$ cat config.mk
export PLATFORM = sky130hd
export DESIGN_NAME = lcd_text_frame
export DESIGN_NICKNAME = d
export VERILOG_FILES = /design/src/rtl/lcd_defs_pkg.sv /design/src/rtl/lcd_char_ram.sv /design/src/rtl/lcd_text_frame.sv
export SDC_FILE = /design/constraint.sdc
export NUM_CORES = 1
export LEC_CHECK = 0
export ABC_CLOCK_PERIOD_IN_PS = 5800
export CAP_MARGIN = 20
export CORE_ASPECT_RATIO = 1.25
export CORE_MARGIN = 4
export CORE_UTILIZATION = 60
export DETAILED_ROUTE_END_ITERATION = 10
export HOLD_SLACK_MARGIN = 0.05
export PLACE_DENSITY = 0.8
export SLEW_MARGIN = 0
export SYNTH_ARGS = -nofsm -noshare
export SYNTH_HDL_FRONTEND = slang
export SYNTH_HIERARCHICAL = 1
export SYNTH_SLANG_ARGS = --single-unit
$ cat constraint.sdc
create_clock -name clk -period 5.8 [get_ports clk]
set_input_delay 1.16 -clock clk [delete_from_list [all_inputs] [get_ports clk]]
set_output_delay 1.16 -clock clk [all_outputs]
set_load 0.005 [all_outputs]
$ cat src/rtl/lcd_defs_pkg.sv
// -----------------------------------------------------------------------------
// lcd_defs
// Shared constants and types for the LCD text-frame feeder and its helpers.
//   - Frame geometry (COLS x ROWS), the DDRAM set-address commands for each row,
//     the blank fill character and the RS encodings for command/data words.
//   - CLEAR_CMD is the clear-display command used by the downstream driver.
//   - state_t enumerates the frame-streaming FSM states.
// -----------------------------------------------------------------------------
package lcd_defs;

    localparam int COLS  = 16;
    localparam int ROWS  = 2;
    localparam int CELLS = COLS * ROWS;

    localparam logic [7:0] ROW0_CMD  = 8'h80;
    localparam logic [7:0] ROW1_CMD  = 8'hC0;
    localparam logic [7:0] BLANK     = 8'h20;
    localparam logic [7:0] CLEAR_CMD = 8'h01;

    localparam logic RS_CMD  = 1'b0;
    localparam logic RS_DATA = 1'b1;

    typedef enum logic [2:0] {
        ST_IDLE,
        ST_CMD0,
        ST_ROW0,
        ST_CMD1,
        ST_ROW1
    } state_t;

    // Build a driver word {RS, data}.
    function automatic logic [8:0] mkWord(input logic rs, input logic [7:0] data);
        return {rs, data};
    endfunction

endpackage

$ cat src/rtl/lcd_char_ram.sv
// -----------------------------------------------------------------------------
// lcd_char_ram
// 32 x 8 character buffer holding the 2x16 display frame.
// Ports:
//   clk       in   system clock
//   rstBt     in   asynchronous active-low reset, all cells -> BLANK
//   wrEn_i    in   write strobe, cell[wrAddr_i] <= wrData_i
//   wrAddr_i  in   cell index row*16+col
//   wrData_i  in   character code
//   clrReq_i  in   fill every cell with BLANK; overrides a same-cycle write
//   rdAddr_i  in   combinational read address
//   rdData_o  out  cell[rdAddr_i] (pre-write value within a cycle)
// -----------------------------------------------------------------------------
module lcd_char_ram
    import lcd_defs::*;
(
    input  logic       clk,
    input  logic       rstBt,
    input  logic       wrEn_i,
    input  logic [4:0] wrAddr_i,
    input  logic [7:0] wrData_i,
    input  logic       clrReq_i,
    input  logic [4:0] rdAddr_i,
    output logic [7:0] rdData_o
);

    logic [7:0] cells_q [CELLS];

    // Clear has priority over a write issued in the same cycle.
    always_ff @(posedge clk or negedge rstBt) begin
        if (!rstBt) begin
            for (int i = 0; i < CELLS; i++) begin
                cells_q[i] <= BLANK;
            end
        end else if (clrReq_i) begin
            for (int i = 0; i < CELLS; i++) begin
                cells_q[i] <= BLANK;
            end
        end else if (wrEn_i) begin
            cells_q[wrAddr_i] <= wrData_i;
        end
    end

    assign rdData_o = cells_q[rdAddr_i];

endmodule

$ cat src/rtl/lcd_text_frame.sv
// -----------------------------------------------------------------------------
// lcd_text_frame
// Holds a 2x16 character frame and streams it to the LCD driver as
// {RS,data} words over a valid/ready handshake:
//   {0,80h}, 16 x row-0 chars, {0,C0h}, 16 x row-1 chars.
// Ports:
//   clk         in   system clock
//   rstBt       in   asynchronous active-low reset
//   wrEn        in   host character write strobe
//   wrAddr[4:0] in   cell index row*16+col
//   wrData[7:0] in   character code
//   clrReq      in   fill all cells with BLANK
//   refreshReq  in   request one frame
//   outWord[8:0]out  {RS, data}
//   outValid    out  outWord is valid
//   outReady    in   driver accepts outWord this cycle
//   busy        out  frame in progress
//   frameDone   out  one-cycle pulse after the last beat is accepted
// -----------------------------------------------------------------------------
module lcd_text_frame
    import lcd_defs::*;
(
    input  logic       clk,
    input  logic       rstBt,
    input  logic       wrEn,
    input  logic [4:0] wrAddr,
    input  logic [7:0] wrData,
    input  logic       clrReq,
    input  logic       refreshReq,
    output logic [8:0] outWord,
    output logic       outValid,
    input  logic       outReady,
    output logic       busy,
    output logic       frameDone
);

    localparam logic [3:0] LAST_COL = 4'(COLS - 1);

    state_t     state_q, state_d;
    logic [3:0] col_q, col_d;
    logic [8:0] word_q, word_d;
    logic       pending_q, pending_d;
    logic       frameDone_q, frameDone_d;
    logic [4:0] rdAddr;
    logic [7:0] rdData;
    logic [3:0] colNext;

    lcd_char_ram u_ram (
        .clk      (clk),
        .rstBt    (rstBt),
        .wrEn_i   (wrEn),
        .wrAddr_i (wrAddr),
        .wrData_i (wrData),
        .clrReq_i (clrReq),
        .rdAddr_i (rdAddr),
        .rdData_o (rdData)
    );

    assign colNext = col_q + 4'd1;

    // State register plus the registered word, column and flags.
    always_ff @(posedge clk or negedge rstBt) begin
        if (!rstBt) begin
            state_q     <= ST_IDLE;
            col_q       <= 4'd0;
            word_q      <= 9'h000;
            pending_q   <= 1'b0;
            frameDone_q <= 1'b0;
        end else begin
            state_q     <= state_d;
            col_q       <= col_d;
            word_q      <= word_d;
            pending_q   <= pending_d;
            frameDone_q <= frameDone_d;
        end
    end

    // Next-state logic. The read address always points at the cell that would
    // be loaded on the next accepted beat, so the word is captured from the
    // buffer's pre-write contents on the same edge as the transfer.
    // Any request arriving while a frame runs leaves a pending frame behind.
    always_comb begin
        state_d     = state_q;
        col_d       = col_q;
        word_d      = word_q;
        frameDone_d = 1'b0;
        rdAddr      = 5'd0;
        pending_d   = pending_q |
                      ((state_q != ST_IDLE) & (refreshReq | wrEn | clrReq));

        case (state_q)
            ST_IDLE: begin
                if (refreshReq || pending_q) begin
                    state_d   = ST_CMD0;
                    word_d    = mkWord(RS_CMD, ROW0_CMD);
                    pending_d = 1'b0;
                end
            end
            ST_CMD0: begin
                rdAddr = 5'd0;
                if (outReady) begin
                    state_d = ST_ROW0;
                    col_d   = 4'd0;
                    word_d  = mkWord(RS_DATA, rdData);
                end
            end
            ST_ROW0: begin
                rdAddr = {1'b0, colNext};
                if (outReady) begin
                    if (col_q == LAST_COL) begin
                        state_d = ST_CMD1;
                        word_d  = mkWord(RS_CMD, ROW1_CMD);
                    end else begin
                        col_d  = colNext;
                        word_d = mkWord(RS_DATA, rdData);
                    end
                end
            end
            ST_CMD1: begin
                rdAddr = 5'd16;
                if (outReady) begin
                    state_d = ST_ROW1;
                    col_d   = 4'd0;
                    word_d  = mkWord(RS_DATA, rdData);
                end
            end
            ST_ROW1: begin
                rdAddr = {1'b1, colNext};
                if (outReady) begin
                    if (col_q == LAST_COL) begin
                        state_d     = ST_IDLE;
                        frameDone_d = 1'b1;
                    end else begin
                        col_d  = colNext;
                        word_d = mkWord(RS_DATA, rdData);
                    end
                end
            end
            default: begin
                state_d = ST_IDLE;
            end
        endcase
    end

    // Outputs: valid and busy cover every non-idle state, so valid never
    // drops mid-frame and the held word stays stable during stalls.
    always_comb begin
        outValid  = (state_q != ST_IDLE);
        busy      = (state_q != ST_IDLE);
        outWord   = word_q;
        frameDone = frameDone_q;
    end

endmodule

==> flow_metrics.py <==
metrics = {
    "sta": {
        "relSlewSlack": 0.2451,
        "finalMaxSlewViolations": 0,
        "tightest_slew_ns": 1.132,
        "final-setup-viol-count": 0,
        "tns_ns": 0,
        "skew_ns": 0.01694,
        "hold_viol": 0,
        "rsz0062_at_grt": "false",
        "timing.final.crit_share": 0.6652,
        "max_freq_mhz": 259.2,
        "fin_crit_ns": 3.858,
    },
    "cells_and_area": {
        "layout_common_cells": "o21ai_0, nand3_1, dfrtp_1",
        "fin_cells": 1634,
        "areaGrowthSynthToFinish_pct": 9.341,
        "num-nets-final": 1345,
        "layout_commonest_cell": "o21ai_0",
        "antenna_cells": 0,
        "fillers": 1701,
        "drive_gt1_frac": 0.1686,
        "finish.utilization": 0.6690,
        "final_cell_area_um2": 15470,
    },
    "worst_setup_path": {
        "worstPathArrival_ns": 4.25,
        "r2r_cells": 9,
        "end_kind": "flop",
        "r2r_end": "outWord[7]",
        "required_ns": 6.19,
        "endpoint": "outWord[7]",
        "crit_path_max_fanout": 39,
        "criticalPathCategory": "flop to flop",
        "startpoint": "state_q[2]",
        "crit_path_start_kind": "flop",
        "rrSetupSlack_ns": 1.94,
        "r2r-start": "state_q[2]",
    },
    "synthesis": {
        "async_flop_share": 1.000,
        "avgSynthCellArea_um2": 9.982,
        "synth_top_area_share": 0.4281,
        "synthTopCellsByArea": "dfrtp_1, mux4_2, o21ai_0, nand3_1, a21oi_1",
        "synth_top_area_cell": "dfrtp_1",
        "yosysWarnings": 6,
        "synthesis.area_um2": 14140,
        "seq_area_frac_synth": 0.4876,
        "synth.distinct_cells": 44,
        "syn-num-nets": 1437,
        "synth_edf_count": 0,
        "syn_inst": 1417,
        "synthFlopType": "dfrtp_1",
        "ys_ff_latch": 274,
    },
    "routing": {
        "drtIter0Drc": 1998,
        "num_vias": 12100,
        "ant_nets": 0,
        "dr.pass1.iters": 6,
        "wirelength_um": 41410,
        "wire_per_inst_um": 25.35,
        "drc": 0,
        "via_per_inst": 7.403,
    },
    "global_routing": {
        "grt_usage": 0.3139,
        "grt_max_degree": 140,
        "gr-total-overflow": 0,
        "grt_pass1_wl_um": 66630,
        "antenna_found_initial": 0,
        "grt_pass1_vias": 12170,
    },
    "power": {
        "p_leak_nw": 5.764,
        "power.total_mw": 4.814,
        "power_density_nw_per_um2": 311.2,
        "vdd_drop_max_mv": 0.1897,
    },
    "die": {
        "core_area_um2": 23120,
        "die_area_um2": 26110,
        "die_w_um": 145.3,
        "die_h_um": 179.7,
        "ioPinCount": 31,
        "start_util": 0.6119,
        "rows": 62,
    },
    "cts": {
        "cts_resized": 0,
        "cts_setup_buffers": 0,
        "cts-root-buf": "clkbuf_16",
        "htreeDepth": 1,
        "clock_path_buffers": 3,
        "clkLatencyLatePin_ns": 0.55,
        "hold_buffers": 0,
        "cts_made_buffers": 27,
        "cts_tree": "yes",
        "cts_num_sinks": 274,
        "cts.reportedPaths.clkPinSlew_ns": 0.07,
    },
    "flow_run": {
        "drv_cap": 0,
    },
    "place": {
        "dp_cells": 1581,
        "dpl.hpwl_um": 21240,
        "dpl_cell_area_um2": 14440,
        "gp_congestion": 0.8034,
        "io_buffers": 30,
    },
    "run_status": {
        "status": "complete, no violations",
    },
    "hold_path": {
        "hold_class": "flop to flop",
        "hold_path_depth": 2,
    },
}
-- metal layers --
layer,GRT usage,up-vias,share of wire
li1,-,5027,-
met1,0.4055,6026,0.36
met2,0.5150,890,0.49
met3,0.06020,154,0.10
met4,0.1528,0,0.048
met5,0,-,0
-- synth_stat cells, types with 2 or more instances --
library cell  instances
buf_6                 3
mux2_2               10
or3b_2                3
a211o_1               2
or3b_1                2
buf_1                13
and3b_1               5
and3_1                3
mux4_2               80
nor3b_1               5
nand3_1             260
o21ai_1               2
a21oi_1             227
nor3_1                5
nand3b_1             38
buf_2                 3
nor2_1                7
inv_1                 3
nand2_1              10
or3_1                 2
o21ai_0             262
clkbuf_1            161
dfstp_2              32
dfrtp_1             242
xnor2_1               2
buf_4                 9
nand2b_1              9
-- report_power, final --
part / total (mW) / switching, mW / internal [mW]
Sequential: 2.02 / 0.0622 / 1.96
Combinational: 0.901 / 0.582 / 0.319
Clock: 1.89 / 0.760 / 1.13
Total: 4.81 / 1.41 / 3.41
-- logic make-up (layout without fill, tap and decap cells) --
| family | Yosys count | count (layout) | share of synthesized area |
|---|---|---|---|
| multiplexers | 91 | 91 | 0.1360 |
| XOR/XNOR | 3 | 3 | 0.001858 |
| buffers and inverters | 192 | 121 | 0.05520 |
| flip-flops | 274 | 274 | 0.4876 |
| AO/OA/AOI/OAI | 502 | 502 | 0.1821 |
| AND/OR/NAND/NOR | 354 | 354 | 0.1363 |
| adder cells (fa/ha/maj) | 1 | 1 | 0.0008844 |
-- final cells by class --
type,instances,area (um2),share of cell area
clock buffers,35,745.7,0.04822
well taps,288,360.3,0.02330
repair buffers,68,720.7,0.04660
clock inverters,15,211.5,0.01367
inverters,3,11.26,0.0007281
multi-input cells,951,6520,0.4216
flip-flops and latches,274,6897,0.4459
-- stage by stage --
step | hold slack [ns] | worst slack (ns)
2_1_floorplan | 0.4715 | 2.616
3_3_place_gp | 0.4917 | 2.037
3_5_place_dp | 0.4996 | 1.966
4_1_cts | 0.5113 | 1.935
5_1_grt | 0.5337 | 1.712
6_report | 0.5118 | 1.942
-- how the worst min path moves through the flow --
stage	startpoint	endpoint
6_report	u_ram/cells_q[5]	u_ram/cells_q[5]
5_1_grt	u_ram/cells_q[69]	u_ram/cells_q[69]
4_1_cts	u_ram/cells_q[5]	u_ram/cells_q[5]
3_5_place_dp	u_ram/cells_q[117]	u_ram/cells_q[117]
3_3_place_gp	u_ram/cells_q[5]	u_ram/cells_q[5]
2_1_floorplan	outWord[0]	outWord[0]
-- critical path, stage by stage (launching register included) --
cell and delay, ns:
dfrtp_1 0.50, xnor2_1 0.21, nor2_1 0.15, and2_4 0.71, buf_4 0.43, mux4_2 0.55, mux4_2 0.52, mux2_2 0.29
nor3_1 0.22, a21oi_1 0.07
-- state kept, by name, indices dropped and copies added, names as in the netlist --
signal         count
u_ram/cells_q    256
outWord            9
col_q              4
state_q            3
frameDone          1
pending_q          1
No activity file was read; power rests on OpenSTA's default activity.
==> patch, RTL diff (same flow settings) <==
Take the reset off `word_q` and load it in a clocked block of its own.
--- a/src/rtl/lcd_text_frame.sv
+++ b/src/rtl/lcd_text_frame.sv
@@ -63,16 +63,18 @@
         if (!rstBt) begin
             state_q     <= ST_IDLE;
             col_q       <= 4'd0;
-            word_q      <= 9'h000;
             pending_q   <= 1'b0;
             frameDone_q <= 1'b0;
         end else begin
             state_q     <= state_d;
             col_q       <= col_d;
-            word_q      <= word_d;
             pending_q   <= pending_d;
             frameDone_q <= frameDone_d;
         end
+    end
+
+    always_ff @(posedge clk) begin
+        word_q <= word_d;
     end
 
     // Next-state logic. The read address always points at the cell that would
Formal check against the unedited RTL: not equivalent (a bounded check fails within 4 cycles, from zero or initial values and one cycle with rstBt low).
==> patch against the unedited design <==
- sequential cell count did not move
- cell area is 0.23% lower
- area after synthesis down 0.11%
- setup slack lost 0.16 ns
- combinational power shrank 1%
- global-route usage shrank 1.2 points
- total power decreased by 1.5%
- via count down 1.4%
- non-clock buffer count decreased by 1
- routed wire length is 3.7% lower
- utilization down 0.16 points
- critical endpoint is now outWord[7]
==> patch: results (changes against the unedited design) <==
{| class="wikitable"
! Metric !! Value
|-
| Run status || completed
|-
| Initial antenna violation count || 0 (unchanged)
|-
| Arr. time, crit path || 4.31 ns (+0.06 ns)
|-
| Reported leakage power || 5.68 nW (-1.5%)
|-
| Slew margin rel. || 21.1% (-3.4 points)
|-
| Antenna diodes || 0 (unchanged)
|-
| Top post-synthesis cells by count || sky130_fd_sc_hd__nand3_1 (260), sky130_fd_sc_hd__o21ai_0 (258), sky130_fd_sc_hd__dfrtp_1 (233)
|-
| Area contributors post-synth || sky130_fd_sc_hd__dfrtp_1 (41%), sky130_fd_sc_hd__mux4_2 (13%), sky130_fd_sc_hd__nand3_1 (9.2%)
|-
| CP Max Fanout || 40 (+2.6%)
|-
| Vias after detailed routing || 11900 (-1.4%)
|-
| Class of the most critical hold timing path || flip-flop to flip-flop
|-
| Post-cts repair resize count || 0 (unchanged)
|-
| Final hold violations || 0 (unchanged)
|-
| Maximum vdd ir drop || 0.173 mV (-8.9%)
|-
| Dpl hpwl || 20.6 mm (-3.1%)
|-
| Clock transition at the registers of the reported paths || 0.06 ns
|-
| Post CTS Setup Buffer Count || 0 (unchanged)
|-
| Total clock buffers created by CTS || 27 (unchanged)
|-
| Max H-tree Level || 1 (unchanged)
|-
| Register with the most flip-flops || u_ram/cells_q
|-
| Library cell used as clock root buffer || sky130_fd_sc_hd__clkbuf_16
|-
| Share of final-layout standard cells stronger than drive strength 1 || 16.7% (-0.12 points)
|-
| Number of synthesized flops with an enable pin || 9 (+9)
|-
| Setup TNS Final || 0 ns (unchanged)
|-
| Maximum number of pins on one net before global-route repair || 126 (-10%)
|-
| GRT Resource Usage Total || 30.2% (-1.2 points)
|-
| Clock Latency Late Sink || 0.55 ns (about the same)
|-
| YS warnings || 6 (unchanged)
|-
| Most instantiated flip-flop cell in the synthesis netlist || sky130_fd_sc_hd__dfrtp_1
|-
| Routed len/inst || 24.7 um (-2.5%)
|-
| Routability congestion estimate from global placement || 0.820 (+2.0%)
|-
| Net count of the mapped netlist || 1418 (-1.3%)
|-
| Global-route wire length before repair || 65.3 mm (-2.0%)
|-
| Skew final || 0.0179 ns (+0.000965 ns)
|-
| Bufs on Longest Clock Path || 3 (unchanged)
|-
| Share of async-settable or async-resettable flops after synthesis || 96.7% (-3.3 points)
|-
| Layout net count || 1327 (-1.3%)
|-
| Input/output buffers || 30 (unchanged)
|-
| Number of detailed-routing iterations run before antenna repair || 5 (-1)
|-
| Initial drt markers || 1849 (-7.5%)
|-
| Sequential cell area fraction in the yosys report || 49.1% (+0.37 points)
|-
| Flip-flop count of the largest register, all copies and words added || 256 (unchanged)
|-
| Number of distinct standard cells referenced by the synthesized netlist || 50 (+14%)
|}
## patch: cell types whose count changed after synthesis, moves of 7 or more
| cell | unedited run | this run |
|---|---|---|
| sky130_fd_sc_hd__nand2_1 | 10 | 3 |
| sky130_fd_sc_hd__edfxtp_1 | 0 | 9 |
| sky130_fd_sc_hd__nand2b_1 | 9 | 1 |
| sky130_fd_sc_hd__dfrtp_1 | 242 | 233 |
| sky130_fd_sc_hd__nor2b_1 | 0 | 9 |
## patch: cell type report
type                       count  area, um^2
fill                        1678        7690
clock buffer                  43         837
tap                          288         360
multi-input combinational    935        6490
inverter                       2        7.51
timing repair buffer          67         741
sequential                   274        6940
clock inverter                 5        53.8
## patch: worst max-delay path, cell delays in order, from the launching register on
cell	delay, ns
sky130_fd_sc_hd__dfrtp_1	0.60
sky130_fd_sc_hd__or2b_1	0.34
sky130_fd_sc_hd__a21oi_1	0.27
sky130_fd_sc_hd__and2_4	0.58
sky130_fd_sc_hd__buf_12	0.39
sky130_fd_sc_hd__mux4_2	0.57
sky130_fd_sc_hd__mux4_2	0.48
sky130_fd_sc_hd__mux2_2	0.27
sky130_fd_sc_hd__or2_1	0.22
## patch: metrics by stage
| step | cell area (um^2) | worst slack (ns) | total power [mW] | utilization, % | cells |
|---|---|---|---|---|---|
| CTS | 15300 | 1.78 | 4.73 | 66.2 | 1605 |
| floorplan | 14100 | 2.49 | 2.65 | - | 1398 |
| detailed placement | 14400 | 1.81 | 2.98 | 62.3 | 1557 |
| finish | 15400 | 1.78 | 4.74 | 66.7 | 1614 |
| global route | 15400 | 1.57 | 4.89 | 66.7 | 1614 |
| global placement | 14300 | 1.90 | 2.96 | 61.9 | 1552 |
## patch: path summary, 6_finish.rpt
check / from / end / slack (ns) / cells past startpoint
hold / removal: u_ram/cells_q[157] / u_ram/cells_q[157] / 0.51 / 2
min in group asynchronous: rstBt / u_ram/cells_q[191] / 0.63 / 1
setup reg to reg: state_q[1] / outWord[7] / 1.78 / 8
hold reg to reg: u_ram/cells_q[157] / u_ram/cells_q[157] / 0.51 / 2
setup / recovery: state_q[1] / outWord[7] / 1.78 / 8
max in group asynchronous: rstBt / u_ram/cells_q[81] / 4.02 / 2
## patch: per-layer routing
metal	wire length, um	global-route usage (%)
met5	0	0
met4	1590	12.4
met3	4280	4.81
met2	19800	50.1
met1	14200	40.2
## patch: logic make-up (layout without fill, tap and decap cells)
kind of cell	Yosys count	after routing	synth area share, %
adders and majority gates	1	1	0.0885
DFF	274	274	49.1
buffers and inverters	189	117	5.34
muxes	90	90	13.5
and+or+nand+nor	340	340	13.3
AOI/OAI and AO/OA	501	501	18.4
xor gates and xnor gates	3	3	0.186
## patch: power by group
| group | internal [mW] | switching (mW) |
|---|---|---|
| clock network | 1.03 | 0.739 |
| logic | 0.341 | 0.548 |
| registers | 2.01 | 0.0815 |
